==> src/rtl/block_drawer.sv <==
// Pixel-stream block renderer: erases the previous block, then draws the new one, one pixel per clock.
// Optional macro BLOCK_DRAWER_ERASE_EN enables the erase pass; without it old blocks remain on screen.
module block_drawer #(
  parameter int          BLOCK_W   = 16,
  parameter int          BLOCK_H   = 4,
  parameter int          X_MAX     = 159,
  parameter int          Y_MAX     = 119,
  parameter logic [2:0]  BG_COLOUR = 3'b000
) (
  input  logic       clk,
  input  logic       reset,
  input  logic       start,
  input  logic [7:0] x_in,
  input  logic [6:0] y_in,
  input  logic [2:0] colour_in,
  output logic [7:0] vga_x,
  output logic [6:0] vga_y,
  output logic [2:0] vga_colour,
  output logic       plot,
  output logic       busy,
  output logic       done
);

  localparam int CW = (BLOCK_W > 1) ? $clog2(BLOCK_W) : 1;
  localparam int RW = (BLOCK_H > 1) ? $clog2(BLOCK_H) : 1;
  localparam logic [CW-1:0] COL_LAST = CW'(BLOCK_W - 1);
  localparam logic [RW-1:0] ROW_LAST = RW'(BLOCK_H - 1);
  localparam logic [8:0]    X_LIM    = 9'(X_MAX);
  localparam logic [7:0]    Y_LIM    = 8'(Y_MAX);

`ifdef BLOCK_DRAWER_ERASE_EN
  typedef enum logic [1:0] {S_IDLE = 2'd0, S_ERASE = 2'd1, S_DRAW = 2'd2, S_DONE = 2'd3} state_t;
`else
  typedef enum logic [1:0] {S_IDLE = 2'd0, S_DRAW = 2'd2, S_DONE = 2'd3} state_t;
`endif

  state_t          r_state, w_state_nxt;
  logic [CW-1:0]   r_col;
  logic [RW-1:0]   r_row;
  logic [7:0]      r_new_x, r_old_x;
  logic [6:0]      r_new_y, r_old_y;
  logic [2:0]      r_new_col;
  logic            r_prev_valid;
  logic [7:0]      r_vga_x;
  logic [6:0]      r_vga_y;
  logic [2:0]      r_vga_colour;
  logic            r_plot, r_busy, r_done;

  logic            w_active, w_last, w_plot;
  logic [7:0]      w_sel_x;
  logic [6:0]      w_sel_y;
  logic [2:0]      w_colour;
  logic [8:0]      w_col_sum;
  logic [7:0]      w_row_sum;

  always_ff @(posedge clk or posedge reset) begin
    if (reset) r_state <= S_IDLE;
    else       r_state <= w_state_nxt;
  end

  always_comb begin
    w_state_nxt = r_state;
    case (r_state)
      S_IDLE: begin
        if (start) begin
`ifdef BLOCK_DRAWER_ERASE_EN
          w_state_nxt = r_prev_valid ? S_ERASE : S_DRAW;
`else
          w_state_nxt = S_DRAW;
`endif
        end
      end
`ifdef BLOCK_DRAWER_ERASE_EN
      S_ERASE: if (w_last) w_state_nxt = S_DRAW;
`endif
      S_DRAW:  if (w_last) w_state_nxt = S_DONE;
      S_DONE:  w_state_nxt = S_IDLE;
      default: w_state_nxt = S_IDLE;
    endcase
  end

  // Next pixel: sums are one bit wider than the screen coordinates so clipping sees no wrap
  always_comb begin
    w_active = (r_state == S_DRAW);
    w_sel_x  = r_new_x;
    w_sel_y  = r_new_y;
    w_colour = r_new_col;
`ifdef BLOCK_DRAWER_ERASE_EN
    if (r_state == S_ERASE) begin
      w_active = 1'b1;
      w_sel_x  = r_old_x;
      w_sel_y  = r_old_y;
      w_colour = BG_COLOUR;
    end
`endif
    w_col_sum = {1'b0, w_sel_x} + 9'(r_col);
    w_row_sum = {1'b0, w_sel_y} + 8'(r_row);
    w_plot    = w_active && (w_col_sum <= X_LIM) && (w_row_sum <= Y_LIM);
    w_last    = (r_col == COL_LAST) && (r_row == ROW_LAST);
  end

`ifndef BLOCK_DRAWER_ERASE_EN
  logic w_unused_erase;
  assign w_unused_erase = ^{r_prev_valid, r_old_x, r_old_y, BG_COLOUR};
`endif

  always_ff @(posedge clk or posedge reset) begin
    if (reset) begin
      r_col        <= '0;
      r_row        <= '0;
      r_new_x      <= '0;
      r_new_y      <= '0;
      r_new_col    <= '0;
      r_old_x      <= '0;
      r_old_y      <= '0;
      r_prev_valid <= 1'b0;
    end else begin
      if (r_state == S_IDLE && start) begin
        r_new_x   <= x_in;
        r_new_y   <= y_in;
        r_new_col <= colour_in;
        r_col     <= '0;
        r_row     <= '0;
      end else if (w_active) begin
        if (r_col == COL_LAST) begin
          r_col <= '0;
          r_row <= (r_row == ROW_LAST) ? '0 : r_row + 1'b1;
        end else begin
          r_col <= r_col + 1'b1;
        end
      end
      if (r_state == S_DONE) begin
        r_old_x      <= r_new_x;
        r_old_y      <= r_new_y;
        r_prev_valid <= 1'b1;
      end
    end
  end

  always_ff @(posedge clk or posedge reset) begin
    if (reset) begin
      r_vga_x      <= '0;
      r_vga_y      <= '0;
      r_vga_colour <= '0;
      r_plot       <= 1'b0;
      r_busy       <= 1'b0;
      r_done       <= 1'b0;
    end else begin
      r_plot <= w_plot;
      r_busy <= w_active;
      r_done <= (r_state == S_DONE);
      if (w_active) begin
        r_vga_x      <= w_col_sum[7:0];
        r_vga_y      <= w_row_sum[6:0];
        r_vga_colour <= w_colour;
      end
    end
  end

  assign vga_x      = r_vga_x;
  assign vga_y      = r_vga_y;
  assign vga_colour = r_vga_colour;
  assign plot       = r_plot;
  assign busy       = r_busy;
  assign done       = r_done;

endmodule

==> config.mk <==
export PLATFORM = sky130hd
export DESIGN_NAME = block_drawer
export DESIGN_NICKNAME = d
export VERILOG_FILES = /design/src/rtl/block_drawer.sv
export SDC_FILE = /design/constraint.sdc
export NUM_CORES = 1
export LEC_CHECK = 0
export BUFFER_PORTS_ARGS = -buffer_cell sky130_fd_sc_hd__buf_4
export CAP_MARGIN = 10
export CORE_ASPECT_RATIO = 0.6
export CORE_MARGIN = 5
export CORE_UTILIZATION = 37
export CTS_CLUSTER_SIZE = 40
export DETAILED_ROUTE_END_ITERATION = 6
export GPL_ROUTABILITY_DRIVEN = 1
export PLACE_DENSITY = 0.68
export SLEW_MARGIN = 20
export SYNTH_ARGS = -nofsm -noshare
export SYNTH_HDL_FRONTEND = slang
export SYNTH_SLANG_ARGS = --single-unit
==> constraint.sdc <==
create_clock -name clk -period 2.3 [get_ports clk]
set_input_delay 0.115 -clock clk [delete_from_list [all_inputs] [get_ports clk]]
set_output_delay 0.115 -clock clk [all_outputs]
set_load 0.1 [all_outputs]
==> impl_metrics.toml <==
[place]
dp.cells = 316
dpl.hpwl_mm = 3.294
dp_slack_ns = 0.1786
postPlaceCellArea_sq_um = 2596
gp_congestion = 0.8215
io_buffer_count = 41

[logic_synthesis]
yosysTopAreaCellShare = 0.5371
synth_nets = 229
synth_edf_count = 0
ys_seq_area_frac = 0.5371
netlist_instances = 198
ys_seq_elements = 47
synth.area.top_cells = "dfrtp_1, mux2_2, nand2_1, ha_1, o21ai_0"
syn_area_per_cell_sq_um = 11.06
yosys.cell_count.top_type = "dfrtp_1"
synth_common_cells = "dfrtp_1, nand2_1, o21ai_0"
synthFlopType = "dfrtp_1"
synth_cell_type_count = 36
syn_area_sq_um = 2190
synth.largest_area_cell = "dfrtp_1"
ys_warn_count = 0
ys_async_sr_fraction = 1.000

[die]
rows = 21
ios = 42
die_area_sq_um = 7606
fp.dieW_microns = 109.3
initial_core_util = 0.3876
die_h_microns = 69.59
core_sq_um = 5649

[cts]
root_buffer = "clkbuf_8"
clk_pin_slew_ns = 0.08
htreeDepth = 2
cts_buffers = 5
clk_path_buf_depth = 2
cts.sinks = 47
cts_tree = "yes"
insertion_delay_ns = 0.30

[finish]
fin_cells = 325
syn2layout_area_growth_pct = 23.77
fin_nets = 275
stdcell_area_sq_um = 2710
drive_gt1_frac = 0.3143
num_antenna_cells = 0

[route]
viasPerCell = 4.920
drt_iter0_markers = 66
vias = 1599
detail-route-antenna-nets = 0
drtPass1Iterations = 4
drc = 0
wirelength_mm = 4.347
wl_per_cell_microns = 13.38

[outcome]
status = "complete, no violations"

[timing]
rsz0062_at_grt = "no"
fin_tns_setup_ns = 0
fin_crit_ns = 2.135
setup_ws_ns = 0.1648
fmax_ghz = 0.4683
worstMarginPinSlew_ns = 0.4987
setup_viol = 0
fin_crit_sh = 0.9283
maxSlewViolCount = 0
max_slew_margin = 0.6668
hold_violations = 0
clock_skew_ns = 0.004783

[grt]
grt_pass1_vias = 1580
antenna_found_initial = 0
grt_pass1_wl_mm = 7.493
grt_usage = 0.1262
grt_max_degree = 25
grt_overflow = 0

[pwr]
irDropWorstVdd_uv = 573.7
intPower_mw = 1.756
p_per_area_nw_per_um2 = 1247
p_sw_frac = 0.4806
combPwrFrac = 0.480
power_leakage_nw = 1.264
seq_power_share = 0.358
p_sw_mw = 1.625
clkPwrFrac = 0.163

[setup_path]
cp_slowest_cell = "dfrtp_1"
critPathArrivalTime_ns = 2.38
cp-start-kind = "flip-flop"
worstPathCellList = "ha_1, fa_1, a21o_1, a21oi_2, nor2_1, a211oi_1, o311a_1"
worstSetupEndpointType = "flip-flop"
cp.required_ns = 2.54
crit_type = "flip-flop to flip-flop"
r2r_setup_slack_ns = 0.16
crit_buf_inv = 0
cpPeakStageDelay_ns = 0.44
crit_family = "compound AO/OA/AOI/OAI gates"
path_max_fanout = 6

[job]
max_cap_viol_count = 0

[hold_path]
hold_class = "input port to flip-flop"
[state kept, by name, indices dropped and copies added (netlist names)]
signal,count
vga_colour,3
r_new_y,7
r_row,2
r_col,4
r_new_col,3
r_new_x,8
done,1
vga_x,8
plot,1
vga_y,7
r_state,2
busy,1
[worst paths after layout]
| check | to | start | cells after the start |
|---|---|---|---|
| min in group asynchronous | r_new_col[2] | reset | 3 |
| max reg2reg | plot | r_col[0] | 7 |
| max | plot | r_col[0] | 7 |
| max in group asynchronous | vga_x[2] | reset | 4 |
| min reg2reg | vga_colour[2] | r_new_col[2] | 2 |
| min | r_new_x[5] | x_in[5] | 3 |
[metal layers]
layer | vias to the layer above | global-route usage | share of wire
li1 | 773 | - | -
met3 | 8 | 0.04837 | 0.083
met5 | - | 0 | 0
met4 | 0 | 0.04149 | 0.013
met1 | 774 | 0.1752 | 0.49
met2 | 44 | 0.1803 | 0.42
[final cells by class]
type | count | area (sq um)
fill | 539 | 2939
clock buffer | 7 | 96.34
multi-input combinational | 139 | 959.7
tap | 80 | 100.1
clock inverter | 1 | 7.507
timing repair buffer | 47 | 355.3
inverter | 4 | 15.01
sequential | 47 | 1176
[kinds of logic after synthesis]
| family | after synthesis | synth area share |
|---|---|---|
| AOI/OAI and AO/OA | 39 | 0.1166 |
| xor gates and xnor gates | 10 | 0.04343 |
| adders and majority gates | 10 | 0.06400 |
| buffers and inverters | 12 | 0.02685 |
| DFF | 47 | 0.5371 |
| muxes | 17 | 0.08743 |
| and+or+nand+nor | 63 | 0.1246 |
[stage by stage]
step / util / power (mW) / hold WS, ns
after floorplan: - / 2.498 / 0.2318
after CTS: 0.4797 / 3.423 / 0.02165
after global routing: 0.4797 / 3.598 / 0.01995
after global placement: 0.4596 / 2.836 / 0.1626
final: 0.4797 / 3.380 / 0.03278
after detailed placement: 0.4596 / 2.861 / 0.1701
[placed cells by master (no fill, tap or decap), drive strengths merged, types with 2 or more instances in the layout]
cell | synthesis | layout
dfrtp | 47 | 47
buf | 4 | 46
nand2 | 42 | 42
o21ai | 18 | 18
mux2 | 17 | 17
ha | 8 | 8
nor2 | 7 | 7
clkbuf | 4 | 7
a22o | 5 | 5
xor2 | 5 | 5
xnor2 | 5 | 5
nand3 | 4 | 4
a21o | 4 | 4
inv | 4 | 4
a211oi | 3 | 3
a21oi | 3 | 3
nand4 | 2 | 2
fa | 2 | 2
and3 | 2 | 2
[worst min-delay path, delay by kind of cell]
family                 cells  cell delay [ns]
buffers and inverters      1             0.08
AND/OR/NAND/NOR            1             0.04
AO/OA/AOI/OAI              1             0.07
[what timing repair did]
| action | CTS | global route |
|---|---|---|
| hold endpoints to repair | 21 | 0 |
| hold buffers | 1 | 0 |
| buffers inserted | 0 | 0 |
| resized for setup | 0 | 0 |
[power by group through the flow]
| stage | Sequential [mW] | Clock, mW | Combinational, mW |
|---|---|---|---|
| after detailed placement | 1.23 | 0 | 1.63 |
| final | 1.21 | 0.549 | 1.62 |
| after global placement | 1.22 | 0 | 1.62 |
| after floorplan | 2.01 | 0 | 0.493 |
| after CTS | 1.21 | 0.573 | 1.64 |
| after global routing | 1.25 | 0.610 | 1.74 |
Power figures use the tool's default switching activity.
